File: src/rtl/wb_trace_monitor.sv
// Retirement-trace monitor: stamps regfile/dmem writes and queues them in a FIFO.
// Optional macro TRACE_PC_EN adds a per-entry copy of the fetch PC.
module wb_trace_monitor #(
    parameter int DATA_W      = 32,
    parameter int DEPTH       = 16,
    parameter int CYCLE_LIMIT = 50,
    parameter int STAMP_W     = 16,
    parameter int WRAP        = 0
) (
    input  logic                     clock,
    input  logic                     reset,
    input  logic [31:0]              pc,
    input  logic                     ctrl_writeEnable,
    input  logic [4:0]               ctrl_writeReg,
    input  logic [DATA_W-1:0]        data_writeReg,
    input  logic                     wren,
    input  logic [11:0]              address_dmem,
    input  logic [DATA_W-1:0]        data,
    input  logic                     rd_ready,
    output logic                     rd_valid,
    output logic                     rd_kind,
    output logic [11:0]              rd_addr,
    output logic [DATA_W-1:0]        rd_data,
    output logic [STAMP_W-1:0]       rd_stamp,
    output logic [31:0]              rd_pc,
    output logic [$clog2(DEPTH):0]   count,
    output logic                     done,
    output logic                     overflow
);
    localparam int AW    = $clog2(DEPTH);
    localparam int CL_W  = $clog2(CYCLE_LIMIT + 1);
    localparam int CNT_W = (STAMP_W > CL_W) ? STAMP_W : CL_W;

    typedef enum logic {ST_CAPTURE, ST_DONE} state_t;
    state_t state_q, state_d;

    logic [CNT_W-1:0] cyc;
    logic [AW-1:0]    wr_ptr, rd_ptr, wr_nxt;

    logic                mem_kind  [DEPTH];
    logic [11:0]         mem_addr  [DEPTH];
    logic [DATA_W-1:0]   mem_data  [DEPTH];
    logic [STAMP_W-1:0]  mem_stamp [DEPTH];

    logic          capturing, pop, reg_ev, mem_ev, any_ev, both, have0, have1;
    logic          push0, push1, drop;
    logic [1:0]    n_push, ovw;
    logic [AW+1:0] free;
    logic          kind0;
    logic [11:0]   addr0;
    logic [DATA_W-1:0] data0;

    always_comb begin
        state_d   = state_q;
        capturing = (state_q == ST_CAPTURE);
        done      = (state_q == ST_DONE);
        if (capturing && cyc == CNT_W'(CYCLE_LIMIT - 1))
            state_d = ST_DONE;
    end

    // Free space counts a same-cycle pop, so push+pop at full never drops.
    always_comb begin
        pop    = (count != '0) && rd_ready;
        reg_ev = capturing && ctrl_writeEnable && (ctrl_writeReg != '0);
        mem_ev = capturing && wren;
        any_ev = reg_ev | mem_ev;
        both   = reg_ev & mem_ev;
        free   = (AW+2)'(DEPTH) - (AW+2)'(count) + (AW+2)'(pop);
        have0  = (free != '0);
        have1  = (free > (AW+2)'(1));
        push0  = 1'b0;
        push1  = 1'b0;
        drop   = 1'b0;
        ovw    = 2'd0;
        if (WRAP != 0) begin
            push0 = any_ev;
            push1 = both;
        end else begin
            push0 = any_ev && have0;
            push1 = both && have1;
            drop  = (any_ev && !have0) || (both && !have1);
        end
        n_push = {1'b0, push0} + {1'b0, push1};
        if (WRAP != 0) begin
            if (!have0)
                ovw = n_push;
            else if (!have1 && both)
                ovw = 2'd1;
        end
        wr_nxt = wr_ptr + AW'(1);
        kind0  = !reg_ev;
        addr0  = reg_ev ? {7'b0, ctrl_writeReg} : address_dmem;
        data0  = reg_ev ? data_writeReg : data;
    end

    always_ff @(posedge clock or posedge reset) begin
        if (reset) begin
            state_q  <= ST_CAPTURE;
            cyc      <= '0;
            wr_ptr   <= '0;
            rd_ptr   <= '0;
            count    <= '0;
            overflow <= 1'b0;
        end else begin
            state_q <= state_d;
            if (capturing)
                cyc <= cyc + CNT_W'(1);
            wr_ptr <= wr_ptr + AW'(n_push);
            rd_ptr <= rd_ptr + AW'(pop) + AW'(ovw);
            count  <= count + (AW+1)'(n_push) - (AW+1)'(pop) - (AW+1)'(ovw);
            if (drop || ovw != 2'd0)
                overflow <= 1'b1;
        end
    end

    // A dual event puts the reg entry first; the second slot is always the mem write.
    always_ff @(posedge clock) begin
        if (push0) begin
            mem_kind[wr_ptr]  <= kind0;
            mem_addr[wr_ptr]  <= addr0;
            mem_data[wr_ptr]  <= data0;
            mem_stamp[wr_ptr] <= cyc[STAMP_W-1:0];
        end
        if (push1) begin
            mem_kind[wr_nxt]  <= 1'b1;
            mem_addr[wr_nxt]  <= address_dmem;
            mem_data[wr_nxt]  <= data;
            mem_stamp[wr_nxt] <= cyc[STAMP_W-1:0];
        end
    end

`ifdef TRACE_PC_EN
    logic [31:0] mem_pc [DEPTH];

    always_ff @(posedge clock) begin
        if (push0)
            mem_pc[wr_ptr] <= pc;
        if (push1)
            mem_pc[wr_nxt] <= pc;
    end

    assign rd_pc = rd_valid ? mem_pc[rd_ptr] : '0;
`else
    logic unused_pc;
    assign unused_pc = ^pc;
    assign rd_pc     = '0;
`endif

    always_comb begin
        rd_valid = (count != '0);
        rd_kind  = rd_valid & mem_kind[rd_ptr];
        rd_addr  = rd_valid ? mem_addr[rd_ptr]  : '0;
        rd_data  = rd_valid ? mem_data[rd_ptr]  : '0;
        rd_stamp = rd_valid ? mem_stamp[rd_ptr] : '0;
    end
endmodule

File: config.mk
export PLATFORM = sky130hd
export DESIGN_NAME = wb_trace_monitor
export DESIGN_NICKNAME = d
export VERILOG_FILES = /design/src/rtl/wb_trace_monitor.sv
export SDC_FILE = /design/constraint.sdc
export NUM_CORES = 1
export LEC_CHECK = 0
export BUFFER_PORTS_ARGS = -buffer_cell sky130_fd_sc_hd__clkbuf_2
export CAP_MARGIN = 20
export CORE_ASPECT_RATIO = 1.75
export CORE_MARGIN = 3
export CORE_UTILIZATION = 45
export DETAILED_ROUTE_END_ITERATION = 16
export PLACE_DENSITY = 0.57
export SYNTH_ARGS = -nofsm -noshare
export SYNTH_HDL_FRONTEND = slang
export SYNTH_SLANG_ARGS = --single-unit
File: constraint.sdc
create_clock -name clock -period 8.6 [get_ports clock]
set_input_delay 1.72 -clock clock [delete_from_list [all_inputs] [get_ports clock]]
set_output_delay 1.72 -clock clock [all_outputs]
set_load 0.005 [all_outputs]
==> flow_metrics.py, run 1 <==
metrics = {
    "sta": {
        "final_max_slew_viol_count": 0,
        "rsz0062_at_grt": "no",
        "holdWs_ns": 0.524,
        "fin_setup_tns_ns": 0,
        "finalSetupViolCount": 0,
        "finalHoldViolCount": 0,
        "min_period_ns": 5.78,
        "worst_slack_ns": 2.82,
        "period_share_pct": 67.2,
        "slew_headroom_pct": 22.6,
        "fmax_mhz": 173,
        "tightest_slew_ns": 1.16,
        "clock_skew_ns": 0.0226,
    },
    "clock_tree": {
        "cts_tree": "yes",
        "h-tree-depth": 3,
        "cts_max_path_buffers": 3,
        "cts_root_buf": "clkbuf_16",
        "postCtsHoldBufs": 0,
        "numCtsBuffers": 95,
        "clk_latency_ns": 0.71,
        "post_cts_resized": 0,
        "clock_sinks": 1007,
        "clkSlewWorstSetupHoldPaths_ns": 0.07,
        "cts_setup_buffers": 0,
    },
    "drt": {
        "met1Wirelength_um": 53100,
        "drcViolationCount": 0,
        "topRoutingLayerUsed": "met5",
        "drt_iter0_drc": 2361,
        "wl_met2_um": 73400,
        "wl_met3_um": 7410,
        "wl_per_cell_um": 32.7,
        "dr_total_vias": 26000,
        "wl_um": 138000,
        "drtPass1Iterations": 5,
        "ant_nets": 0,
        "vias_per_cell": 6.18,
    },
    "critical_path": {
        "ff2ff_path_depth": 14,
        "crit_type": "reg -> out",
        "critPathLaunchType": "flop",
        "critical-path-max-stage-delay_ns": 0.97,
        "cp-end-kind": "output pin",
        "crit_arrival_ns": 4.06,
        "cp_data_required_time_ns": 6.88,
        "cp_top_family": "multiplexers",
        "crit_top_cell": "mux4_2",
        "cp.buffers_inverters": 2,
        "crit_cells": 5,
        "cp_max_fo": 42,
        "crit_slowest_cell": "dfrtp_4",
        "worstPathCellList": "buf_4 -> mux4_2 -> mux4_2 -> and2_1 -> clkbuf_2",
    },
    "final_layout": {
        "drive_gt1_share_pct": 45.6,
        "fin_nets": 2898,
        "final_util_pct": 49.8,
        "synthToLayoutAreaGrowth_pct": 9.72,
    },
    "yosys": {
        "synth_area_mm2": 0.0487,
        "ys_types": 57,
        "ys_seq_elements": 1007,
        "yosysTopAreaCellShare_pct": 59.2,
        "postSynthCellCount": 2698,
        "synthTopCellsByArea": "edfxtp_1 (59%), mux4_2 (14%), mux2_2 (12%)",
        "synth-seq-area-share_pct": 61.5,
        "ys_warn_count": 0,
        "synth-edff-count": 960,
        "syn_avg_cell_area_um2": 18.0,
        "synth_flop_cell": "edfxtp_1",
        "synth_top_area_cell": "edfxtp_1",
        "postSynth.asyncResetShare_pct": 3.08,
    },
    "global_routing": {
        "overflow": 0,
        "antenna_found_initial": 12,
        "grt_max_degree": 104,
        "grt_pass1_vias": 27900,
        "grt_first_pass_wirelength_um": 198000,
        "track_usage_pct": 24.9,
    },
    "placed_design": {
        "preCtsSetupSlack_ns": 2.57,
        "place.gp.congestion": 0.760,
        "dp_hpwl_um": 72900,
        "io_buffers": 154,
    },
    "pwr": {
        "p_int_mw": 11.4,
        "seqPwrFrac_pct": 40.5,
        "combPwrFrac_pct": 34.6,
        "power_mw": 16.8,
        "cellLeakagePower_nw": 18.3,
        "powerDensity_mw_per_mm2": 315,
        "pwr-share-clk_pct": 24.9,
        "ir_drop_uv": 248,
        "swShare_pct": 32.0,
        "netSwitchingPower_mw": 5.38,
    },
    "worst_hold_path": {
        "hold_depth": 1,
        "hp-class": "reg -> reg",
    },
    "floorplanning": {
        "pin_count": 219,
        "die-area_mm2": 0.112,
        "die_h_um": 441,
        "rows": 159,
        "core_area_mm2": 0.107,
        "start_util_pct": 45.4,
        "fp.dieW_um": 255,
    },
    "run_status": {
        "status": "finished clean",
    },
    "flow_run": {
        "cap_violations": 0,
    },
}
## synthesized netlist by cell type (16+ instances only)
cell	instances
edfxtp_1	960
mux2_2	532
mux4_2	305
clkbuf_1	154
nand2_1	117
a21boi_0	112
and2_1	63
mux2_4	60
buf_4	54
o21ai_0	33
dfrtp_1	31
buf_2	27
nor2_1	25
buf_8	21
and3_1	17
ha_1	17
inv_1	17
a31oi_1	16
dfxtp_1	16
## per-stage QoR
step,area [um^2],std cells
final,53400,4210
after global placement,50300,4030
after global routing,53400,4209
after floorplan,48800,2729
after detailed placement,50300,4031
after CTS,53400,4206
## layer usage
| metal | global-route usage [%] | vias to the layer above |
|---|---|---|
| li1 | - | 10900 |
| met2 | 44.6 | 883 |
| met4 | 7.43 | 6 |
| met3 | 3.58 | 219 |
| met5 | 0 | - |
| met1 | 31.3 | 14100 |
## power groups by stage
stage	registers [mW]	logic, mW	clock network, mW
after detailed placement	6.98	5.87	0
final	6.82	5.82	4.20
after floorplan	6.83	3.90	0
after global placement	6.91	5.78	0
after global routing	6.90	6.19	4.46
after CTS	6.88	5.89	4.29
## cells by family (layout without fill, tap and decap cells)
kind of cell	count (synthesis)	count (layout)	share of synthesized area, %
other	1	35	0.00770
adders and majority gates	19	19	0.519
muxes	898	898	28.3
buffers and inverters	300	410	3.70
xor gates and xnor gates	22	22	0.396
AOI/OAI and AO/OA	178	178	2.54
and+or+nand+nor	273	273	3.07
DFF	1007	1007	61.5
## cells in the final DEF (no fill, tap or decap), types with 19 or more instances in the layout
| cell | Yosys | final |
|---|---|---|
| clkinv_1 | 0 | 19 |
| clkbuf_1 | 154 | 22 |
| buf_4 | 54 | 59 |
| dfrtp_1 | 31 | 27 |
| mux4_2 | 305 | 305 |
| a21boi_0 | 112 | 112 |
| clkinv_2 | 0 | 21 |
| and2_1 | 63 | 63 |
| mux2_2 | 532 | 532 |
| clkbuf_2 | 0 | 154 |
| clkbuf_16 | 0 | 99 |
| mux2_4 | 60 | 60 |
| nor2_1 | 25 | 25 |
| nand2_1 | 117 | 117 |
| edfxtp_1 | 960 | 960 |
| conb_1 | 1 | 32 |
## cell type report
class / count / area (um^2)
timing repair buffer: 218 / 1330
fill: 8864 / 53800
antenna: 3 / 7.51
clock inverter: 53 / 453
tap: 1368 / 1710
clock buffer: 122 / 2570
multi-input combinational: 1422 / 17300
sequential: 1007 / 29900
inverter: 17 / 63.8
## path summary, 6_finish.rpt
path,from,to,slack (ns)
max in group asynchronous,reset,rd_ptr[1],7.16
min,overflow,overflow,0.52
max reg2reg,count[2],mem_data[6][23],2.90
min in group asynchronous,reset,count[4],1.10
min reg2reg,overflow,overflow,0.52
max,rd_ptr[0],rd_addr[5],2.82
## worst register-to-register path: cells and delay by family (launching register included)
family	cells	cell delay, ns
buffers and inverters	4	1.30
AO/OA/AOI/OAI	3	1.30
adder cells (fa/ha/maj)	3	0.70
flip-flops	1	0.40
AND/OR/NAND/NOR	4	1.58
## state kept, by name (all words and copies together) (netlist names)
signal and flops:
mem_addr 192, done 1, mem_kind 16, count 5, mem_data 512, rd_ptr 4, wr_ptr 4, cyc 16
overflow 1, mem_stamp 256
Note: power is estimated with default switching activity, not from simulation.
==> run 2, diff against run 1 <==
==> constraint.sdc (replaced) <==
create_clock -name clock -period 5.8 [get_ports clock]
set_input_delay 1.16 -clock clock [delete_from_list [all_inputs] [get_ports clock]]
set_output_delay 1.16 -clock clock [all_outputs]
set_load 0.005 [all_outputs]
==> run 2 against run 1 <==
  * Sequential cell count unchanged
  * Register-to-register slack worse by 2.2 ns
  * Non-clock buffer count up 23
  * Die area stayed put
  * Critical path type is now reg -> reg
  * Critical endpoint is now count[4]
==> flow_metrics.py, run 2 (same netlist as run 1, synthesis figures left out) <==
metrics = {
    "clock_tree": {
        "h-tree-depth": 3,
        "cts_tree": "yes",
        "numCtsBuffers": 95,
        "clkSlewWorstSetupHoldPaths_ns": 0.06,
        "cts_root_buf": "clkbuf_16",
        "cts_setup_buffers": 0,
        "clk_latency_ns": 0.71,
        "clock_sinks": 1007,
        "postCtsHoldBufs": 0,
        "post_cts_resized": 0,
        "cts_max_path_buffers": 3,
    },
    "floorplanning": {
        "die_h_um": 441,
        "pin_count": 219,
        "core_area_mm2": 0.107,
        "die-area_mm2": 0.112,
        "fp.dieW_um": 255,
        "rows": 159,
        "start_util_pct": 45.4,
    },
    "global_routing": {
        "grt_max_degree": 97,
        "overflow": 0,
        "grt_first_pass_wirelength_um": 202000,
        "antenna_found_initial": 8,
        "track_usage_pct": 25.4,
        "grt_pass1_vias": 28000,
    },
    "critical_path": {
        "critPathLaunchType": "flop",
        "cp-end-kind": "flop",
        "r2r-end": "count[4]",
        "cp_max_fo": 19,
        "crit_type": "reg -> reg",
        "regToRegSetupSlack_ns": 0.69,
        "cp_data_required_time_ns": 6.42,
        "crit_arrival_ns": 5.73,
        "rr_startpoint": "count[2]",
        "ff2ff_path_depth": 21,
    },
    "placed_design": {
        "io_buffers": 154,
        "place.gp.congestion": 0.791,
        "dp_hpwl_um": 75600,
        "preCtsSetupSlack_ns": 0.648,
        "post_dp_cell_area_mm2": 0.0509,
        "place_inst": 4055,
    },
    "flow_run": {
        "cap_violations": 0,
    },
    "sta": {
        "rsz0062_at_grt": "no",
        "finalSetupViolCount": 0,
        "final_max_slew_viol_count": 0,
        "tightest_slew_ns": 1.14,
        "slew_headroom_pct": 23.6,
        "period_share_pct": 88.0,
        "worst_slack_ns": 0.695,
        "fin_setup_tns_ns": 0,
        "fmax_mhz": 196,
        "min_period_ns": 5.11,
        "finalHoldViolCount": 0,
        "clock_skew_ns": 0.0194,
    },
    "worst_hold_path": {
        "hold_depth": 1,
        "min_delay_worst_endpoint": "overflow",
        "hold_path.startpoint": "overflow",
        "hp-class": "reg -> reg",
    },
    "final_layout": {
        "final_common_cell": "edfxtp_1",
        "final_cell_mix": "edfxtp_1 (960), mux2_2 (532), mux4_2 (305)",
        "fin_nets": 2921,
        "final_util_pct": 50.4,
        "design_area_mm2": 0.0541,
        "synthToLayoutAreaGrowth_pct": 11.1,
        "largest_register": "mem_data",
        "top_regs": "mem_data x512, mem_stamp x256, mem_addr x192",
        "largest_reg_flops": 512,
        "final_cells": 4237,
        "drive_gt1_share_pct": 46.2,
    },
    "drt": {
        "wl_per_cell_um": 33.2,
        "dr_total_vias": 26200,
        "vias_per_cell": 6.19,
        "wl_um": 141000,
        "drtPass1Iterations": 5,
        "drcViolationCount": 0,
        "drt_iter0_drc": 2321,
        "ant_nets": 0,
    },
    "pwr": {
        "powerDensity_mw_per_mm2": 472,
        "cellLeakagePower_nw": 18.6,
        "ir_drop_uv": 347,
    },
    "run_status": {
        "status": "finished clean",
    },
}
[run 2: worst max-delay path, stage by stage (launching register included)]
cell	delay [ns]
dfrtp_1	0.41
inv_1	0.15
ha_1	0.26
nand3_4	0.28
nand2_1	0.22
ha_1	0.22
inv_1	0.08
ha_1	0.22
or3_1	0.44
a2111oi_1	0.58
buf_4	0.25
nor2_1	0.06
ha_1	0.31
inv_1	0.08
ha_1	0.29
inv_1	0.04
ha_1	0.21
fa_1	0.46
a21oi_1	0.15
nor2_1	0.06
nor2_1	0.13
xnor2_1	0.13
[run 2: report_power, final]
| group | leakage (nW) | switching [mW] | internal (mW) |
|---|---|---|---|
| Clock | 1.54 | 2.85 | 3.66 |
| Sequential | 9.36 | 0.543 | 9.53 |
| Combinational | 7.66 | 4.78 | 4.17 |
[run 2: layout make-up]
class                      count  area (um^2)
multi-input combinational   1422        17300
clock inverter                67          716
antenna                        5         12.5
timing repair buffer         241         1820
tap                         1368         1710
inverter                      17         63.8
clock buffer                 110         2480
sequential                  1007        29900
fill                        8692        53200
[run 2: routing by layer]
metal	vias up	wire [um]	track usage [%]
li1	10900	-	-
met1	14200	54700	32.2
met2	878	74700	45.3
met3	219	7190	3.17
met4	4	4090	8.34
met5	-	19	0
[run 2: stage by stage]
| stage | power, mW | hold slack [ns] |
|---|---|---|
| 2_1_floorplan | 15.8 | 0.468 |
| 3_3_place_gp | 19.2 | 0.496 |
| 3_5_place_dp | 19.3 | 0.490 |
| 4_1_cts | 25.9 | 0.497 |
| 5_1_grt | 26.6 | 0.534 |
| 6_report | 25.5 | 0.515 |
[run 2: how the worst max path moves through the flow]
stage	startpoint	endpoint	slack, ns	cells after the start
5_1_grt	count[2]	count[4]	0.22	21
3_3_place_gp	rd_ready	count[4]	0.55	19
2_1_floorplan	rd_ready	mem_addr[4][0]	-0.09	9
3_5_place_dp	rd_ready	count[4]	0.65	19
6_report	count[2]	count[4]	0.69	21
4_1_cts	count[2]	count[4]	0.61	21
==> run 3, diff against run 2 <==
--- a/config.mk
+++ b/config.mk
@@ -11,7 +11,7 @@
 export CORE_MARGIN = 3
 export CORE_UTILIZATION = 45
 export DETAILED_ROUTE_END_ITERATION = 16
-export PLACE_DENSITY = 0.57
+export GPL_TIMING_DRIVEN = 0
 export SYNTH_ARGS = -nofsm -noshare
 export SYNTH_HDL_FRONTEND = slang
 export SYNTH_SLANG_ARGS = --single-unit
==> run 3 against run 2 <==
  * Wire length rose by 2.7%
  * Clock power fell by 4.6%
  * Total power rose by 2.3%
  * Cell count rose by 6.1%
  * Via count rose by 4.2%
  * Global-route usage rose by 0.68 points
  * Sequential cell count did not move
  * Non-clock buffer count rose by 269
  * Critical path depth fell by 13
  * Design area rose by 3.7%
==> flow_metrics.py, run 3 (same netlist as run 1, synthesis figures left out) <==
metrics = {
    "pwr": {
        "powerDensity_mw_per_mm2": 466,
        "ir_drop_uv": 259,
        "cellLeakagePower_nw": 19.5,
    },
    "clock_tree": {
        "clkSlewWorstSetupHoldPaths_ns": 0.07,
        "h-tree-depth": 3,
        "cts_max_path_buffers": 3,
        "postCtsHoldBufs": 0,
        "cts_setup_buffers": 0,
        "clock_sinks": 1007,
        "cts_root_buf": "clkbuf_16",
        "clk_latency_ns": 0.69,
        "numCtsBuffers": 92,
        "cts_tree": "yes",
    },
    "final_layout": {
        "drive_gt1_share_pct": 45.7,
        "nFillCells": 8680,
        "seqCellArea_mm2": 0.0299,
        "largest_register": "mem_data",
        "final_cell_mix": "edfxtp_1 (960), mux2_2 (532), mux4_2 (305)",
        "final_util_pct": 52.3,
        "fin_nets": 3187,
        "multi_input_area_mm2": 0.0172,
        "top_regs": "mem_data x512, mem_stamp x256, mem_addr x192",
        "final_common_cell": "edfxtp_1",
        "synthToLayoutAreaGrowth_pct": 15.2,
        "largest_reg_flops": 512,
    },
    "drt": {
        "topRoutingLayerUsed": "met4",
        "vias_per_cell": 6.07,
        "wl_um": 144000,
        "wl_met3_um": 7950,
        "met1Wirelength_um": 51100,
        "drtPass1Iterations": 5,
        "ant_nets": 0,
        "wl_met2_um": 79100,
        "dr_total_vias": 27300,
        "drcViolationCount": 0,
        "wl_per_cell_um": 32.1,
        "drt_iter0_drc": 2254,
    },
    "sta": {
        "min_period_ns": 5.44,
        "finalSetupViolCount": 0,
        "finalHoldViolCount": 0,
        "clock_skew_ns": 0.0251,
        "tightest_slew_ns": 1.13,
        "fin_setup_tns_ns": 0,
        "fmax_mhz": 184,
        "slew_headroom_pct": 24.9,
        "rsz0062_at_grt": "no",
        "period_share_pct": 93.7,
        "final_max_slew_viol_count": 0,
    },
    "worst_hold_path": {
        "hp-class": "in -> async",
    },
    "placed_design": {
        "dp_hpwl_um": 101000,
        "place.gp.congestion": 0.860,
        "io_buffers": 154,
    },
    "global_routing": {
        "grt_first_pass_wirelength_um": 207000,
        "grt_pass1_vias": 29700,
        "grt_max_degree": 24,
        "track_usage_pct": 26.1,
        "antenna_found_initial": 6,
        "overflow": 0,
    },
    "floorplanning": {
        "pin_count": 219,
        "rows": 159,
        "fp.dieW_um": 255,
        "die_h_um": 441,
        "core_area_mm2": 0.107,
        "die-area_mm2": 0.112,
        "start_util_pct": 45.4,
    },
    "critical_path": {
        "crit_arrival_ns": 4.28,
        "critPathLaunchType": "flop",
        "startpoint": "rd_ptr[1]",
        "cp-end-kind": "output pin",
        "cp_max_fo": 10,
        "cp_data_required_time_ns": 4.64,
        "crit_type": "reg -> out",
        "rr_startpoint": "count[2]",
        "ff2ff_path_depth": 23,
    },
    "flow_run": {
        "cap_violations": 0,
    },
    "run_status": {
        "status": "finished clean",
    },
}
run 3: worst max-delay path, stage by stage (launching register included):
cell	delay, ns
dfrtp_1	0.44
clkbuf_2	0.41
clkbuf_1	0.44
buf_8	0.23
clkdlybuf4s15_1	0.79
mux4_2	0.45
mux4_2	0.52
and2_1	0.18
clkbuf_2	0.10
run 3: area by class of cell:
| type | instances | area share [%] |
|---|---|---|
| sequential | 1007 | 53.4 |
| inverter | 17 | 0.114 |
| timing repair buffer | 227 | 4.20 |
| clock buffer | 113 | 4.32 |
| clock inverter | 56 | 1.03 |
| tap | 1368 | 3.05 |
| multi-input combinational | 1422 | 30.8 |
| antenna | 4 | 0.0179 |
| buffer | 283 | 3.12 |
run 3: final timing paths:
kind	to	slack [ns]
hold reg to reg	overflow	0.52
hold / removal	cyc[15]	0.45
min in group clock	overflow	0.52
setup / recovery	rd_data[30]	0.36
setup reg to reg	count[4]	0.46
max in group asynchronous	wr_ptr[3]	4.86
run 3: metrics by stage:
stage	setup WS [ns]	total power, mW	hold WS (ns)	instances	area, um^2
2_1_floorplan	-0.0869	15.8	0.468	2729	48800
3_3_place_gp	-5.58	19.4	0.493	4251	51300
3_5_place_dp	0.339	20.1	0.510	4322	53000
4_1_cts	0.286	26.3	0.406	4491	56000
5_1_grt	0.147	27.1	0.460	4494	56100
6_report	0.363	26.1	0.449	4497	56100
run 3: timing repair:
action	in CTS	in global routing
gates resized for setup	3	2
gates cloned	0	0
hold endpoints to repair	0	0
setup endpoints to repair	18	1
run 3: where the power goes:
group          total (mW)  switching [mW]  internal, mW
logic                10.1            5.41          4.65
registers            9.87           0.350          9.52
clock network        6.21            2.78          3.43
total                26.1            8.53          17.6
run 3: metal layers:
metal / GRT usage (%) / up-vias
met5: 0 / -
met4: 10.9 / 0
met3: 4.11 / 330
met2: 48.4 / 1058
met1: 29.7 / 14500
li1: - / 11400
